===== src/rtl/count_check.sv =====
// count_check: verifies that five 3-bit counter channels each step by exactly +/-1 per clock,
// recording sticky per-channel errors, a saturating error count and the first failing channel.
module count_check #(
  parameter logic [4:0]  DIR_MASK = 5'b00101,
  parameter int unsigned CNT_W    = 8
) (
  input  logic             clk,
  input  logic             rst,
  input  logic             en,
  input  logic             clr,
  input  logic [2:0]       c_up,
  input  logic [2:0]       c_down,
  input  logic [2:0]       c_up_2,
  input  logic [2:0]       c_down_2,
  input  logic [2:0]       c_down_3,
  output logic [4:0]       err,
  output logic             err_any,
  output logic [CNT_W-1:0] err_cnt,
  output logic [2:0]       first_chan,
  output logic             armed
);

  typedef enum logic [1:0] { IDLE = 2'd0, ARM = 2'd1, CHECK = 2'd2 } state_e;

  localparam logic [2:0] NONE = 3'd7;

  function automatic logic [2:0] pop_count(input logic [4:0] v);
    logic [2:0] n;
    n = 3'd0;
    for (int i = 0; i < 5; i++) n = n + {2'b00, v[i]};
    return n;
  endfunction

  function automatic logic [2:0] lowest_idx(input logic [4:0] v);
    logic [2:0] idx;
    idx = NONE;
    for (int i = 4; i >= 0; i--) begin
      if (v[i]) idx = 3'(i);
    end
    return idx;
  endfunction

  state_e           state_q, state_d;
  logic [4:0][2:0]  cur_q, cur_d, prev_q, want_s;
  logic             cur_ok_q, cur_ok_d, prev_ok_q;
  logic             check_s;
  logic [4:0]       fail_s;
  logic [4:0]       err_q, err_d, err_base_s;
  logic [CNT_W-1:0] cnt_q, cnt_d, cnt_base_s;
  logic [CNT_W+2:0] cnt_sum_s;
  logic [2:0]       first_q, first_d, first_base_s;
  logic             err_any_q, err_any_d, armed_q, armed_d;

  // Next state: dropping en always returns to IDLE so history is re-primed via ARM.
  always_comb begin
    state_d = state_q;
    if (!en) begin
      state_d = IDLE;
    end else begin
      case (state_q)
        IDLE:    state_d = ARM;
        ARM:     state_d = CHECK;
        CHECK:   state_d = CHECK;
        default: state_d = IDLE;
      endcase
    end
  end

  // A pair is only compared once both samples were captured while armed.
  always_comb begin
    cur_d    = {c_down_3, c_down_2, c_up_2, c_down, c_up};
    cur_ok_d = en && (state_q != IDLE);
    check_s  = en && (state_q == CHECK) && prev_ok_q;
    for (int i = 0; i < 5; i++) begin
      want_s[i] = DIR_MASK[i] ? prev_q[i] + 3'd1 : prev_q[i] - 3'd1;
      fail_s[i] = check_s && (cur_q[i] != want_s[i]);
    end
  end

  // Clear is applied before this cycle's violations are folded in.
  always_comb begin
    err_base_s   = clr ? 5'd0 : err_q;
    cnt_base_s   = clr ? {CNT_W{1'b0}} : cnt_q;
    first_base_s = clr ? NONE : first_q;
    err_d        = err_base_s | fail_s;
    cnt_sum_s    = (CNT_W+3)'(cnt_base_s) + (CNT_W+3)'(pop_count(fail_s));
    if (|cnt_sum_s[CNT_W+2:CNT_W]) begin
      cnt_d = {CNT_W{1'b1}};
    end else begin
      cnt_d = cnt_sum_s[CNT_W-1:0];
    end
    if (first_base_s == NONE) begin
      first_d = lowest_idx(fail_s);
    end else begin
      first_d = first_base_s;
    end
    err_any_d = |err_q;
    armed_d   = (state_d == CHECK);
  end

  // State, sample history and error registers.
  always_ff @(posedge clk or posedge rst) begin
    if (rst) begin
      state_q   <= IDLE;
      cur_q     <= '0;
      prev_q    <= '0;
      cur_ok_q  <= 1'b0;
      prev_ok_q <= 1'b0;
      err_q     <= 5'd0;
      cnt_q     <= {CNT_W{1'b0}};
      first_q   <= NONE;
      err_any_q <= 1'b0;
      armed_q   <= 1'b0;
    end else begin
      state_q   <= state_d;
      cur_q     <= cur_d;
      prev_q    <= cur_q;
      cur_ok_q  <= cur_ok_d;
      prev_ok_q <= cur_ok_q;
      err_q     <= err_d;
      cnt_q     <= cnt_d;
      first_q   <= first_d;
      err_any_q <= err_any_d;
      armed_q   <= armed_d;
    end
  end

  assign err        = err_q;
  assign err_any    = err_any_q;
  assign err_cnt    = cnt_q;
  assign first_chan = first_q;
  assign armed      = armed_q;

endmodule


===== config.mk =====
export PLATFORM = sky130hd
export DESIGN_NAME = count_check
export DESIGN_NICKNAME = d
export VERILOG_FILES = /design/src/rtl/count_check.sv
export SDC_FILE = /design/constraint.sdc
export NUM_CORES = 1
export LEC_CHECK = 0
export CAP_MARGIN = 40
export CORE_AREA = 4 4 71 73
export CTS_BUF_LIST = sky130_fd_sc_hd__clkbuf_4
export DETAILED_ROUTE_END_ITERATION = 6
export DIE_AREA = 0 0 75 77
export MAX_ROUTING_LAYER = met4
export PLACE_DENSITY = 0.85
export SLEW_MARGIN = 10
export SYNTH_ARGS = -nofsm -noshare
export SYNTH_HDL_FRONTEND = slang
export SYNTH_SLANG_ARGS = --single-unit

===== constraint.sdc =====
create_clock -name clk -period 3.8 [get_ports clk]
set_input_delay 0.57 -clock clk [delete_from_list [all_inputs] [get_ports clk]]
set_output_delay 0.57 -clock clk [all_outputs]
set_load 0.01 [all_outputs]

# After elaboration in Yosys (flattened, before gate mapping)
# Index checks and enable logic that the tools add are counted.
# totals
reg_bits	52
# op_classes
n_addsub	10
n_eq_ne	9
muxes	12
bitwise_logic	1
n_reduce_logical	13
# ops
cell	n
3-bit 2-to-1 mux	6
8-bit 2-to-1 mux	2
3-bit != test	5
8-bit by 3-bit adder with 9-bit output	1
3-bit by 1-bit subtractor with 3-bit output, second input constant	3
1-bit logical AND	8
3-bit by 1-bit adder with 3-bit output	2
3-bit by 1-bit adder with 3-bit output, second input constant	2
5-bit 2-to-1 mux	1
5-bit bitwise OR	1
5-bit OR reduction	1
2-bit equality test, second input constant	2
2-bit 2-to-1 mux	2
2-bit case mux with 2 select lines	1
2-bit by 1-bit adder with 3-bit output	1
3-bit equality test, second input constant	1
3-bit OR reduction	1
1-bit by 1-bit adder with 2-bit output	1
2-bit by 1-bit equality test with 1-bit output, second input constant	1
2-bit logical NOT	1
2-bit nonzero test	1
2-bit OR reduction	1

# Longest topological paths before layout
# Gate-level depths: netlist of run 1.
# logic_depth
word_depth	11
ltp_mapped	13

# Worst setup path after synthesis of run 1
# OpenSTA, ideal clock, no wires.
# synth_path
kind	register -> register
from	register prev_q[3] (netlist name)
to	register cnt_q[6] (netlist: err_cnt[6])
setup_time_ps	129
t_arrival_ps	3257
t_required_ps	3671
path_slack_ps	414
path_stages_with_launch	14
path_cell_list	dfrtp_1 > inv_1 > ha_1 > xor3_1 > o31ai_4 > fa_1 > inv_1 > fa_1 > ha_1 > fa_1 > a21o_1 > nand2_1 > mux2i_1 > nor2_1
# synth_between
elab_chain_len	10
# synth_rtl
element	line_no	rtl
start, declared	44	logic [4:0][2:0] cur_q, cur_d, prev_q, want_s;
start signal, assigned	117	prev_q <= cur_q;
3-bit by 1-bit subtractor with 3-bit output (*)	75	want_s[i] = DIR_MASK[i] ? prev_q[i] + 3'd1 : prev_q[i] - 3'd1;
3-bit != test (*)	76	fail_s[i] = check_s && (cur_q[i] != want_s[i]);
1-bit logical AND (*)	76	
1-bit by 1-bit adder with 2-bit output (*)	30	for (int i = 0; i < 5; i++) n = n + {2'b00, v[i]};
2-bit by 1-bit adder with 3-bit output (*)	30	
3-bit by 1-bit adder with 3-bit output (*) (2 in series)	30	
8-bit by 3-bit adder with 9-bit output (*)	86	cnt_sum_s = (CNT_W+3)'(cnt_base_s) + (CNT_W+3)'(pop_count(fail_s));
3-bit OR reduction	87	if (|cnt_sum_s[CNT_W+2:CNT_W]) begin
8-bit 2-to-1 mux (*)	87	
via cnt_d[6]	49	logic [CNT_W-1:0] cnt_q, cnt_d, cnt_base_s;
end signal, assigned	110	cnt_q <= {CNT_W{1'b0}};
end signal, assigned	121	cnt_q <= cnt_d;
end, declared	49	
# Mark *: on every way through the listed nets, which the timed path passes. The rest lies on a longest branch.

# Worst setup path after layout of run 1
# layout_path
from	register prev_q[0] (netlist name)
to	register cnt_q[4] (netlist: err_cnt[4])
# layout_between
elab_chain_len	10
# layout_rtl
element	line_no
3-bit by 1-bit adder with 3-bit output (*)	75
3-bit != test (*)	76
1-bit logical AND (*)	76
1-bit by 1-bit adder with 2-bit output (*)	30
2-bit by 1-bit adder with 3-bit output (*)	30
3-bit by 1-bit adder with 3-bit output (*) (2 in series)	30
8-bit by 3-bit adder with 9-bit output (*)	86
3-bit OR reduction	87
8-bit 2-to-1 mux (*)	87
via cnt_d[4]	49
# Marks and branches as above.

==> load_flow_metrics.sql, run 1 <==
INSERT INTO impl_metrics (metric_group, metric, value, unit) VALUES
('run_status', 'outcome', 'complete, no violations', ''),
('floorplanning', 'design.die.area', '5775', 'um^2'),
('logic_synthesis', 'synth_sequential_area_ratio', '59.36', '%'),
('worst_setup_path', 'critPathKind', 'flop to flop', ''),
('route', 'post_drt_wl_per_cell', '12.95', 'um'),
('worst_setup_path', 'slowest_delay', '440', 'ps'),
('logic_synthesis', 'synth_warn', '0', ''),
('sta', 'clock-skew-final', '12.33', 'ps'),
('sta', 'max-slew-margin-rel', '67.40', '%'),
('global_routing', 'grt_pass1_wl', '5.858', 'mm'),
('clock_tree', 'cts_hold_repair.buffers', '0', ''),
('final_layout', 'final_net_count', '250', ''),
('clock_tree', 'cts_max_path_buffers', '2', ''),
('floorplanning', 'design.portCount', '37', ''),
('clock_tree', 'clkSlewWorstSetupHoldPaths', '130', 'ps'),
('hold_path', 'hold_path.startpoint', 'cur_ok_q$_DFF_PP0_', ''),
('worst_setup_path', 'critical-path-slowest-cell', 'sky130_fd_sc_hd__fa_1', ''),
('clock_tree', 'cts-root-buf', 'sky130_fd_sc_hd__clkbuf_4', ''),
('clock_tree', 'htree_num_levels', '2', ''),
('logic_synthesis', 'syn_area', '2198', 'um^2'),
('worst_setup_path', 'r2r_start', 'prev_q[0]$_DFF_PP0_', ''),
('global_routing', 'grt_antenna_before_repair', '0', ''),
('sta', 'final.min_clock_period', '3596', 'ps'),
('clock_tree', 'cts_sinks', '52', ''),
('sta', 'final_clock_period_utilization_by_the_worst_path', '94.63', '%'),
('route', 'drtIter0Drc', '76', ''),
('power', 'total_power', '1045', 'uW'),
('logic_synthesis', 'synth_area_leaders', 'sky130_fd_sc_hd__dfrtp_1 56%, sky130_fd_sc_hd__ha_1 6.8%, sky130_fd_sc_hd__xnor2_1 6.0%, sky130_fd_sc_hd__dfstp_2 3.6%, sky130_fd_sc_hd__xor3_1 3.2%', ''),
('route', 'dr_drc_count', '0', ''),
('floorplanning', 'num_rows', '24', ''),
('place', 'place.gp.congestion', '0.8106', ''),
('power', 'vdd_drop_max', '243.4', 'uV'),
('route', 'vias', '1334', ''),
('place', 'io_buffer_count', '36', ''),
('sta', 'timing.final.setup_violations', '0', ''),
('place', 'post-dp-hpwl', '2.727', 'mm'),
('worst_setup_path', 'critical_path_arrival', '3840', 'ps'),
('floorplanning', 'start_util', '50.49', '%'),
('sta', 'finalMaxSlewViolations', '0', ''),
('power', 'p_leak', '0.001335', 'uW'),
('global_routing', 'grt_max_degree', '33', ''),
('floorplanning', 'die_width', '75', 'um'),
('logic_synthesis', 'synth.top_cell.area_share', '55.78', '%'),
('worst_setup_path', 'path_cells', 'ha_1 > xor3_1 > o31ai_4 > fa_1 > inv_1 > fa_1 > ha_1 > fa_1 > a21o_1 > nand3_1 > o21ai_0', ''),
('floorplanning', 'die_y_extent', '77', 'um'),
('worst_setup_path', 'timing.critical_path.buf_inv', '1', ''),
('route', 'drt-total-wl', '3.483', 'mm'),
('global_routing', 'grt_usage', '13.70', '%'),
('logic_synthesis', 'synth.net_count', '201', ''),
('sta', 'tightest_slew', '484.8', 'ps'),
('final_layout', 'stdcell_area', '2748', 'um^2'),
('global_routing', 'grt.overflow.total', '0', ''),
('worst_setup_path', 'worstSetupEndpointType', 'flop', ''),
('clock_tree', 'cts_tree', 'yes', ''),
('power', 'power_density', '380.2', 'nW/um^2'),
('clock_tree', 'insertion_delay', '370', 'ps'),
('worst_setup_path', 'top_cell_family_by_delay_on_the_critical_path', 'adder cells', ''),
('final_layout', 'num-fill-cells', '336', ''),
('clock_tree', 'cts_made_buffers', '5', ''),
('worst_setup_path', 'cp_max_fo', '6', ''),
('route', 'detail-route-antenna-nets', '0', ''),
('logic_synthesis', 'cell_type_with_the_highest_aggregate_area_in_the_netlist', 'sky130_fd_sc_hd__dfrtp_1', ''),
('final_layout', 'area_grow_syn2layout', '24.99', '%'),
('route', 'routed_via_density', '4.959', ''),
('floorplanning', 'fp.coreArea', '4354', 'um^2'),
('sta', 'final_hold_viol_count', '0', ''),
('logic_synthesis', 'syn-instance-count', '167', ''),
('logic_synthesis', 'ys_ff_latch', '52', ''),
('final_layout', 'layout_cell_share_with_drive_strength_beyond_1', '11.52', '%'),
('logic_synthesis', 'synth.distinct_cells', '31', ''),
('logic_synthesis', 'average_cell_area_after_synthesis', '13.16', 'um^2');
## report_power, final
part / internal [uW] / total (uW) / switching [uW]
Sequential: 599 / 625 / 25.6
Combinational: 103 / 185 / 82.2
Clock: 71.4 / 235 / 163
Total: 773 / 1040 / 271
## cells by family after synthesis
logic type,count (synthesis),share of synthesized area (%)
buf+inv,19,3.244
mux,1,0.4553
flops,52,59.36
fa+ha+maj,15,9.562
simple gates,36,8.424
xor+xnor,21,10.42
compound gates,23,8.537
## layout make-up
type                            count  area [um^2]  area share [%]
Sequential cell                    52         1305           47.50
Multi-Input combinational cell     96        828.3           30.15
Timing Repair Buffer               43        425.4           15.48
Inverter                           18        67.56           2.459
Tap cell                           52        65.06           2.368
Clock buffer                        5        37.54           1.366
Clock inverter                      3        18.77          0.6831
## through the flow
step	instances	worst slack, ps	hold slack (ps)	setup TNS, ps	util, %
floorplan	167	414.0	331.2	0	-
global placement	258	-85.13	333.8	-435.7	60.86
detailed placement	259	-240.7	347.8	-1414	61.32
CTS	267	108.7	379.0	0	62.61
global route	269	-0.7216	394.8	-0.7216	63.10
finish	269	204.1	373.5	0	63.10
## flip-flops by register name, indices dropped and copies added (netlist names)
name / flops
armed: 1
cur_ok_q: 1
state_q: 2
err: 5
prev_q: 15
prev_ok_q: 1
first_chan: 3
cur_q: 15
err_any: 1
err_cnt: 8
## worst reg2reg max path, cell delays in order, from the launching register on
cell,delay (ps)
sky130_fd_sc_hd__dfrtp_1,420
sky130_fd_sc_hd__ha_1,210
sky130_fd_sc_hd__xor3_1,410
sky130_fd_sc_hd__o31ai_4,300
sky130_fd_sc_hd__fa_1,440
sky130_fd_sc_hd__inv_1,100
sky130_fd_sc_hd__fa_1,400
sky130_fd_sc_hd__ha_1,240
sky130_fd_sc_hd__fa_1,400
sky130_fd_sc_hd__a21o_1,230
sky130_fd_sc_hd__nand3_1,200
sky130_fd_sc_hd__o21ai_0,130
## cell usage after synthesis
master / instances
sky130_fd_sc_hd__clkbuf_1: 1
sky130_fd_sc_hd__xnor2_1: 15
sky130_fd_sc_hd__nand2_1: 9
sky130_fd_sc_hd__o31ai_1: 3
sky130_fd_sc_hd__xor2_1: 3
sky130_fd_sc_hd__a21o_1: 3
sky130_fd_sc_hd__and2_1: 2
sky130_fd_sc_hd__nor4_1: 1
sky130_fd_sc_hd__xor3_1: 3
sky130_fd_sc_hd__nor2b_1: 5
sky130_fd_sc_hd__nor2_1: 3
sky130_fd_sc_hd__o22a_1: 1
sky130_fd_sc_hd__o21a_1: 1
sky130_fd_sc_hd__a21oi_1: 3
sky130_fd_sc_hd__mux2i_1: 1
sky130_fd_sc_hd__o21ai_0: 7
sky130_fd_sc_hd__nor3b_1: 1
sky130_fd_sc_hd__nand3_1: 6
sky130_fd_sc_hd__o211ai_1: 1
sky130_fd_sc_hd__ha_1: 12
sky130_fd_sc_hd__o31ai_4: 2
sky130_fd_sc_hd__dfstp_2: 3
sky130_fd_sc_hd__a31oi_1: 1
sky130_fd_sc_hd__inv_1: 18
sky130_fd_sc_hd__nor3_1: 3
sky130_fd_sc_hd__a2bb2o_4: 1
sky130_fd_sc_hd__dfrtp_1: 49
sky130_fd_sc_hd__and3_1: 2
sky130_fd_sc_hd__nand2_2: 1
sky130_fd_sc_hd__nand2b_1: 3
sky130_fd_sc_hd__fa_1: 3
## path summary, 6_finish.rpt
kind,cells past startpoint,slack (ps),end
max,11,200,err_cnt[4]$_DFF_PP0_
min,0,370,prev_ok_q$_DFF_PP0_
max reg2reg,11,200,err_cnt[4]$_DFF_PP0_
min reg2reg,0,370,prev_ok_q$_DFF_PP0_
max in group asynchronous,3,2700,first_chan[1]$_DFF_PP1_
min in group asynchronous,2,510,cur_q[3]$_DFF_PP0_
## placed cells by master, fill, tap and decap left out, types with 2 or more instances in the layout
| cell type | n |
|---|---|
| sky130_fd_sc_hd__and2_1 | 2 |
| sky130_fd_sc_hd__o21ai_0 | 7 |
| sky130_fd_sc_hd__dfrtp_1 | 49 |
| sky130_fd_sc_hd__nor2_1 | 3 |
| sky130_fd_sc_hd__xor3_1 | 3 |
| sky130_fd_sc_hd__ha_1 | 12 |
| sky130_fd_sc_hd__a21o_1 | 3 |
| sky130_fd_sc_hd__nand2_1 | 9 |
| sky130_fd_sc_hd__xor2_1 | 3 |
| sky130_fd_sc_hd__clkbuf_4 | 5 |
| sky130_fd_sc_hd__dfstp_2 | 3 |
| sky130_fd_sc_hd__nor3_1 | 3 |
| sky130_fd_sc_hd__a21oi_1 | 3 |
| sky130_fd_sc_hd__xnor2_1 | 15 |
| sky130_fd_sc_hd__clkinv_2 | 2 |
| sky130_fd_sc_hd__clkdlybuf4s50_1 | 36 |
| sky130_fd_sc_hd__nand3_1 | 6 |
| sky130_fd_sc_hd__fa_1 | 3 |
| sky130_fd_sc_hd__o31ai_1 | 2 |
| sky130_fd_sc_hd__o31ai_4 | 2 |
| sky130_fd_sc_hd__nor2b_1 | 5 |
| sky130_fd_sc_hd__nand2b_1 | 3 |
| sky130_fd_sc_hd__buf_4 | 6 |
| sky130_fd_sc_hd__inv_1 | 17 |
## layer usage
| layer | vias to the layer above | part of all wire, % | global-route usage [%] |
|---|---|---|---|
| li1 | 650 | - | - |
| met1 | 644 | 44 | 17.00 |
| met2 | 33 | 49 | 21.52 |
| met3 | 7 | 6.0 | 3.529 |
| met4 | 0 | 1.6 | 4.804 |
| met5 | - | 0 | - |
## timing repair
item | 4_1_cts | 5_1_grt
setup endpoints to repair | 0 | 8
buffers inserted | 0 | 2
gates resized for setup | 0 | 2
endpoints found under the hold margin | 0 | 0
Note: power is estimated with default switching activity, not from simulation.
==> inputs of run 2 (changes only) <==
- CAP_MARGIN: 40 -> 30
==> results of run 2 <==
The final DEF is identical to that of run 1; final timing and power are the same.
